## config.mk

```make
export PLATFORM = sky130hd
export DESIGN_NAME = crypt_stream_port
export DESIGN_NICKNAME = d
export VERILOG_FILES = /design/src/rtl/crypt_stream_port.sv
export SDC_FILE = /design/constraint.sdc
export NUM_CORES = 1
export LEC_CHECK = 0
export CAP_MARGIN = 40
export CORE_ASPECT_RATIO = 0.75
export CORE_MARGIN = 8
export CORE_UTILIZATION = 33
export CTS_CLUSTER_DIAMETER = 50
export CTS_CLUSTER_SIZE = 30
export DETAILED_ROUTE_END_ITERATION = 7
export PLACE_DENSITY = 0.62
export RECOVER_POWER = 100
export SYNTH_ARGS = -nofsm -noshare
export SYNTH_HDL_FRONTEND = slang
export SYNTH_SLANG_ARGS = --single-unit
```

## constraint.sdc

```tcl
create_clock -name clk -period 11.5 [get_ports clk]
set_input_delay 1.15 -clock clk [delete_from_list [all_inputs] [get_ports clk]]
set_output_delay 1.15 -clock clk [all_outputs]
set_load 0.01 [all_outputs]
```

## src/rtl/crypt_stream_port.sv

```systemverilog
// rtl/crypt_stream_port.sv - byte-serial stream front/back end for the 16-byte crypt core.
// Collects a block, waits the core latency, captures the selected result bank and drains it byte by byte.
module crypt_stream_port #(
   parameter int NBYTES   = 16,
   parameter int KEY_W    = 10,
   parameter int CORE_LAT = 2
) (
   input  logic                  clk,
   input  logic                  rst,
   input  logic                  mode_i,
   input  logic [KEY_W-1:0]      key_i,
   input  logic [7:0]            s_data_i,
   input  logic                  s_valid_i,
   output logic                  s_ready_o,
   output logic [NBYTES*8-1:0]   blk_o,
   output logic                  mode_o,
   output logic [KEY_W-1:0]      key_o,
   input  logic [NBYTES*8-1:0]   res_enc_i,
   input  logic [NBYTES*8-1:0]   res_dec_i,
   output logic [7:0]            m_data_o,
   output logic                  m_valid_o,
   input  logic                  m_ready_i,
   output logic                  busy_o
);

   localparam int BW    = NBYTES * 8;
   localparam int CNT_W = (CORE_LAT < 2) ? 1 : $clog2(CORE_LAT);

   typedef enum logic [1:0] {S_FILL, S_WAIT, S_DRAIN} state_t;

   state_t             state_q, state_d;
   logic [3:0]         idx_q, idx_d;
   logic [CNT_W-1:0]   cnt_q, cnt_d;
   logic [BW-1:0]      blk_q, blk_d;
   logic [BW-1:0]      res_q, res_d;
   logic               mode_q, mode_d;
   logic [KEY_W-1:0]   key_q, key_d;
   logic [7:0]         m_data_q, m_data_d;
   logic               m_valid_q, m_valid_d;
   logic               in_acc, out_acc, cap;

   // Byte k sits at the MSB end: bits [8k:8k+7] in [0:127] numbering.
   function automatic logic [7:0] byte_at(input logic [BW-1:0] v, input logic [3:0] k);
      return v[{~k, 3'b000} +: 8];
   endfunction

   always_ff @(posedge clk or posedge rst) begin
      if (rst) state_q <= S_FILL;
      else     state_q <= state_d;
   end

   always_comb begin
      state_d = state_q;
      case (state_q)
         S_FILL:  if (in_acc && idx_q == 4'd15) state_d = S_WAIT;
         S_WAIT:  if (cap) state_d = S_DRAIN;
         S_DRAIN: if (out_acc && idx_q == 4'd15) state_d = S_FILL;
         default: state_d = S_FILL;
      endcase
   end

   always_comb begin
      s_ready_o = (state_q == S_FILL);
      busy_o    = (state_q != S_FILL);
      in_acc    = s_valid_i & s_ready_o;
      out_acc   = m_valid_q & m_ready_i;
      cap       = (state_q == S_WAIT) && (cnt_q == CNT_W'(CORE_LAT - 1));
   end

   always_comb begin
      idx_d     = idx_q;
      cnt_d     = cnt_q;
      blk_d     = blk_q;
      res_d     = res_q;
      mode_d    = mode_q;
      key_d     = key_q;
      m_data_d  = m_data_q;
      m_valid_d = m_valid_q;
      case (state_q)
         S_FILL: begin
            cnt_d = '0;
            if (in_acc) begin
               blk_d[{~idx_q, 3'b000} +: 8] = s_data_i;
               if (idx_q == 4'd0) begin
                  mode_d = mode_i;
                  key_d  = key_i;
               end
               idx_d = idx_q + 4'd1;
            end
         end
         S_WAIT: begin
            cnt_d = cnt_q + CNT_W'(1);
            if (cap) begin
               res_d = mode_q ? res_dec_i : res_enc_i;
               cnt_d = '0;
            end
         end
         S_DRAIN: begin
            // First DRAIN cycle loads the output register from the captured result.
            if (!m_valid_q) begin
               m_valid_d = 1'b1;
               m_data_d  = byte_at(res_q, idx_q);
            end else if (out_acc) begin
               if (idx_q == 4'd15) begin
                  m_valid_d = 1'b0;
                  idx_d     = 4'd0;
               end else begin
                  idx_d    = idx_q + 4'd1;
                  m_data_d = byte_at(res_q, idx_q + 4'd1);
               end
            end
         end
         default: ;
      endcase
   end

   always_ff @(posedge clk or posedge rst) begin
      if (rst) begin
         idx_q     <= '0;
         cnt_q     <= '0;
         blk_q     <= '0;
         res_q     <= '0;
         mode_q    <= 1'b0;
         key_q     <= '0;
         m_data_q  <= '0;
         m_valid_q <= 1'b0;
      end else begin
         idx_q     <= idx_d;
         cnt_q     <= cnt_d;
         blk_q     <= blk_d;
         res_q     <= res_d;
         mode_q    <= mode_d;
         key_q     <= key_d;
         m_data_q  <= m_data_d;
         m_valid_q <= m_valid_d;
      end
   end

   assign blk_o     = blk_q;
   assign mode_o    = mode_q;
   assign key_o     = key_q;
   assign m_data_o  = m_data_q;
   assign m_valid_o = m_valid_q;

endmodule

```

==> flow_summary.yaml, run 1 <==
sta:
  layout_min_cycle_time_ps: 5720
  finalHoldViolations: 0
  rsz0062_at_grt: "false"
  max_slew_margin: -1.13
  max_freq_mhz: 175
  drv_slew: 246
  fin_worst_skew_ps: 28.2
  fin_setup_tns_ps: 0
  tightest_slew_ps: 3190
  period_share: 0.498
  setup_violations: 0
  worst_slack_ps: 5780
critical_path:
  arrival_ps: 5720
  r2r_end: "res_q[90]"
  cp-end-kind: "asynchronous set/reset pin"
  crit_fanout: 123
  start_kind: "input pin"
  r2r_slack_ps: 6190
  rr_worst_depth: 5
  path_class: "in -> async"
  reg2reg_from: "mode_o"
  cp_data_required_time_ps: 11500
logic_synthesis:
  avgSynthCellArea_um2: 11.2
  yosysSeqAreaShare: 0.520
  synth-edff-count: 0
  synth_top_flop_cell: "dfrtp_1"
  synth_cell_types: 51
  synth_top_area_frac: 0.520
  syn_nets: 1496
  synth_area_leaders: "dfrtp_1 (52%), mux2i_1 (13%), mux2_2 (12%), o21ai_0 (7.4%), nand2_1 (4.2%)"
  yosysTopAreaCell: "dfrtp_1"
  synth_top_family_by_area: "multiplexers"
  synth_compound_area_frac: 0.118
  synth-simple-area-share: 0.0850
  ys_async_sr_fraction: 1.00
  yosys_warnings: 0
  synth_mux_area_frac: 0.242
  synthXorXnorAreaFrac: 0.00506
  synth-seq-cells: 283
  synthAdderAreaFrac: 0.00276
  netlist_area_mm2: 0.0136
  syn-instance-count: 1214
die:
  design.core.area_mm2: 0.0408
  fp-row-count: 64
  die-area_mm2: 0.0481
  initial_core_util: 0.334
  die_w_um: 250
  die_y_um: 192
  io_pins: 429
worst_hold_path:
  hold_depth: 1
  min_delay_worst_endpoint: "blk_o[68]"
  min_path_type: "reg -> reg"
  min_from: "blk_o[68]"
power:
  vdd_drop_max_mv: 0.112
  leakage_nw: 8.97
  pwr-share-comb: 0.417
  clkPwrFrac: 0.258
  p_sw_mw: 1.48
  seqPwrFrac: 0.326
  p_int_mw: 2.57
  switching_share: 0.366
  powerDensity_mw_per_mm2: 209
  power_mw: 4.05
clocking:
  root_buffer: "clkbuf_16"
  cts_max_level: 1
  tritoncts: "done"
  clk_latency_ps: 580
  cts_sinks: 283
  post-cts-setup-buffers: 0
  cts.clk_slew.worst_paths_ps: 70
  ctsHoldBuffers: 0
  cts_resized: 0
  clockBufferDepth: 3
  cts_buffers: 30
cells_and_area:
  fillCellCount: 3725
  final_cell_mix: "dfrtp_1 (283), clkdlybuf4s50_1 (276), o21ai_0 (201), mux2i_1 (171)"
  mostFrequentLayoutCell: "dfrtp_1"
  syn_to_final_growth_pct: 42.5
  final_cell_area_mm2: 0.0194
  layout-drive-gt1-share: 0.128
  fin_nets: 1887
grt:
  grt_pass1_wl_um: 70200
  antenna_found_initial: 4
  grt_pass1_vias: 11200
  grt_max_degree: 258
  grtUsageTotal: 0.188
  grt_remaining_overflow: 0
routing:
  m1WireLength_um: 21800
  wl_per_cell_um: 21.7
  routed_wl_um: 46900
  first_pass_iters: 5
  drc_errors: 0
  viasPerCell: 4.99
  drt_iter0_drc: 778
  vias: 10800
  wl_met3_um: 2650
  maxUsedRoutingLayer: "met4"
  final_antenna_net_count: 0
  wl_met2_um: 21700
placement:
  port_buffers: 428
  place_congestion: 0.837
  placedInstanceArea_mm2: 0.0184
  dp_worst_setup_slack_ps: 7840
  hpwl_um: 36200
outcome:
  violations: "max-capacitance violations, max-slew violations"
  run_status: "complete, but fails checks"
job:
  cap_violations: 7
[through the flow]
stage | instances | utilization | hold slack (ps)
5_1_grt | 2157 | 0.476 | 501
2_1_floorplan | 1214 | - | 444
6_report | 2160 | 0.476 | 479
3_3_place_gp | 2097 | 0.450 | 459
3_5_place_dp | 2101 | 0.452 | 465
4_1_cts | 2157 | 0.479 | 482
[cell usage after synthesis, types with 6 or more instances]
| cell | n |
|---|---|
| a21oi_1 | 8 |
| a221oi_1 | 7 |
| clkbuf_1 | 58 |
| o21ai_0 | 201 |
| nor2_1 | 14 |
| mux2_2 | 139 |
| buf_2 | 20 |
| inv_1 | 7 |
| a22o_1 | 19 |
| mux2i_1 | 171 |
| and3_1 | 15 |
| nand4_1 | 12 |
| o211ai_1 | 11 |
| nand3_1 | 6 |
| and2_1 | 10 |
| dfrtp_1 | 283 |
| nand2b_1 | 7 |
| buf_1 | 6 |
| nand2_1 | 152 |
[area by class of cell]
type	count	area, um^2	share of cell area
multi-input combinational	839	6110	0.315
inverter	7	27.5	0.00142
sequential	283	7080	0.365
timing repair buffer	444	4430	0.229
clock inverter	24	308	0.0159
tap	528	661	0.0341
antenna	3	7.51	0.000387
clock buffer	32	768	0.0396
[power groups by stage]
stage	registers [mW]	clock network [mW]	logic (mW)
6_report	1.32	1.04	1.69
5_1_grt	1.35	1.11	1.82
4_1_cts	1.33	1.07	1.78
3_5_place_dp	1.35	0	1.77
3_3_place_gp	1.34	0	1.74
2_1_floorplan	1.35	0	0.951
[flip-flops by register name, summed over array words and instances (netlist names)]
name	count
key_o	10
idx_q	4
res_q	128
m_data_o	8
m_valid_o	1
cnt_q	1
state_q	2
blk_o	128
mode_o	1
[worst max-delay path by stage]
stage | start | endpoint | slack [ps] | depth (start not counted)
final | rst | res_q[69] | 5780 | 5
after global routing | rst | res_q[108] | 4780 | 5
after CTS | idx_q[1] | m_data_o[5] | 7820 | 7
after detailed placement | idx_q[1] | m_data_o[5] | 7840 | 7
after global placement | idx_q[1] | m_data_o[2] | 7920 | 7
after floorplan | rst | blk_o[0] | 2540 | 1
[layer usage]
layer / GRT usage / up-vias
met5: 0 / -
met4: 0.0333 / 0
met3: 0.0412 / 41
met2: 0.298 / 302
met1: 0.264 / 5279
li1: - / 5165
[worst max-delay path, stage by stage]
cell and delay, ps:
dlygate4sd3_1 550, clkinvlp_2 380, buf_16 460, clkbuf_1 780
clkbuf_1 2220
[cell families (layout without fill, tap and decap cells)]
kind of cell	after synthesis	after routing
DFF	283	283
xor gates and xnor gates	7	7
other	0	3
AOI/OAI and AO/OA	276	276
buffers and inverters	92	507
muxes	311	311
and+or+nand+nor	242	242
adders and majority gates	3	3
Power figures use the tool's default switching activity.
==> run 2, diff against run 1 <==
Clock period 11.5 ns to 5.6 ns, I/O delays scaled along.
==> flow_summary.yaml, run 2 (synthesis gave the netlist of run 1 again) <==
power:
  clkPwrFrac: 0.256
  pwr-share-comb: 0.412
  powerDensity_mw_per_mm2: 425
  p_sw_mw: 3.00
  p_int_mw: 5.22
  switching_share: 0.365
  vdd_drop_max_mv: 0.261
  leakage_nw: 8.95
  seqPwrFrac: 0.332
  power_mw: 8.22
sta:
  period_share: 0.764
  worst_slack_ps: 1320
  fin_setup_tns_ps: 0
  setup_violations: 0
  layout_min_cycle_time_ps: 4280
  rsz0062_at_grt: "false"
  finalHoldWorstSlack_ps: 484
  max_freq_mhz: 234
  finalHoldViolations: 0
  tightest_slew_ps: 3660
  max_slew_margin: -1.44
  drv_slew: 500
  fin_worst_skew_ps: 18.2
cells_and_area:
  fillCellCount: 3760
  fin_nets: 1882
  final_cell_area_mm2: 0.0194
  seqCellArea_mm2: 0.00708
  layout-drive-gt1-share: 0.130
  mostFrequentLayoutCell: "dfrtp_1"
  multi_input_area_mm2: 0.00613
  final_cell_mix: "dfrtp_1 (283), clkdlybuf4s50_1 (278), o21ai_0 (202), mux2i_1 (171), nand2_1 (152)"
  syn_to_final_growth_pct: 42.3
critical_path:
  start_kind: "flop"
  rr_worst_depth: 5
  path_class: "reg -> reg"
  cp-end-kind: "flop"
  arrival_ps: 4720
  cp_cell_sequence: "ha_1, and3b_1, o21ai_0, nor4_1, mux2_2"
  cp_data_required_time_ps: 6040
  crit_fanout: 31
  cpPeakStageDelay_ps: 1450
  critPathSlowestCell: "nor4_1"
die:
  die_w_um: 250
  fp-row-count: 64
  design.core.area_mm2: 0.0408
  die-area_mm2: 0.0481
  die_y_um: 192
  initial_core_util: 0.334
  io_pins: 429
worst_hold_path:
  min_path_type: "reg -> reg"
  hold_depth: 2
placement:
  placedInstanceArea_mm2: 0.0184
  place_congestion: 0.873
  dp_worst_setup_slack_ps: 1870
  port_buffers: 428
  hpwl_um: 36400
clocking:
  ctsHoldBuffers: 0
  post-cts-setup-buffers: 0
  cts_max_level: 1
  root_buffer: "clkbuf_16"
  cts_resized: 0
  cts_buffers: 30
  tritoncts: "done"
  cts.clk_slew.worst_paths_ps: 70
  clk_latency_ps: 570
  cts_sinks: 283
  clockBufferDepth: 3
grt:
  antenna_found_initial: 3
  grt_remaining_overflow: 0
  grt_max_degree: 258
  grt_pass1_vias: 11100
  grt_pass1_wl_um: 69800
  grtUsageTotal: 0.187
outcome:
  violations: "max-capacitance violations, max-slew violations"
  run_status: "complete, but fails checks"
routing:
  drt_iter0_drc: 965
  viasPerCell: 5.07
  routed_wl_um: 47300
  final_antenna_net_count: 0
  first_pass_iters: 5
  wl_per_cell_um: 21.9
  vias: 10900
  drc_errors: 0
job:
  cap_violations: 4
run 2: worst max-delay path, delay by kind of cell, from the launching register on:
kind | cells | cell delay (ps)
DFF | 1 | 1270
AOI/OAI and AO/OA | 1 | 290
and+or+nand+nor | 2 | 1640
adders and majority gates | 1 | 490
muxes | 1 | 440
run 2: final timing paths:
check	to	from	slack [ps]
min in group asynchronous	blk_o[1]	rst	520
hold reg to reg	res_q[127]	res_q[127]	480
hold / removal	res_q[127]	res_q[127]	480
setup reg to reg	blk_o[66]	idx_q[1]	1320
setup / recovery	blk_o[66]	idx_q[1]	1320
max in group asynchronous	blk_o[77]	rst	2070
run 2: through the flow:
step / cells / util
after floorplan: 1214 / -
after detailed placement: 2094 / 0.450
final: 2154 / 0.475
after global placement: 2091 / 0.449
after CTS: 2150 / 0.476
after global routing: 2153 / 0.475
run 2: area by class of cell:
cell class,count,area share
Sequential cell,283,0.366
Multi-Input combinational cell,839,0.317
Timing Repair Buffer,439,0.227
Clock buffer,36,0.0416
Tap cell,528,0.0341
Clock inverter,20,0.0131
Inverter,7,0.00142
Antenna cell,2,0.000258
run 2: power by group through the flow:
stage | Combinational [mW] | Sequential (mW) | Clock, mW
after floorplan | 1.95 | 2.78 | 0
after global placement | 3.47 | 2.77 | 0
after detailed placement | 3.54 | 2.79 | 0
after CTS | 3.55 | 2.75 | 2.16
after global routing | 3.64 | 2.79 | 2.24
final | 3.39 | 2.73 | 2.10
run 2: per-layer routing:
metal	wire [um]	vias to the layer above	part of all wire	global-route usage
met3	2760	45	0.058	0.0383
li1	-	5161	-	-
met5	0	-	0	0
met2	22100	356	0.47	0.298
met4	630	0	0.013	0.0302
met1	21800	5362	0.46	0.266
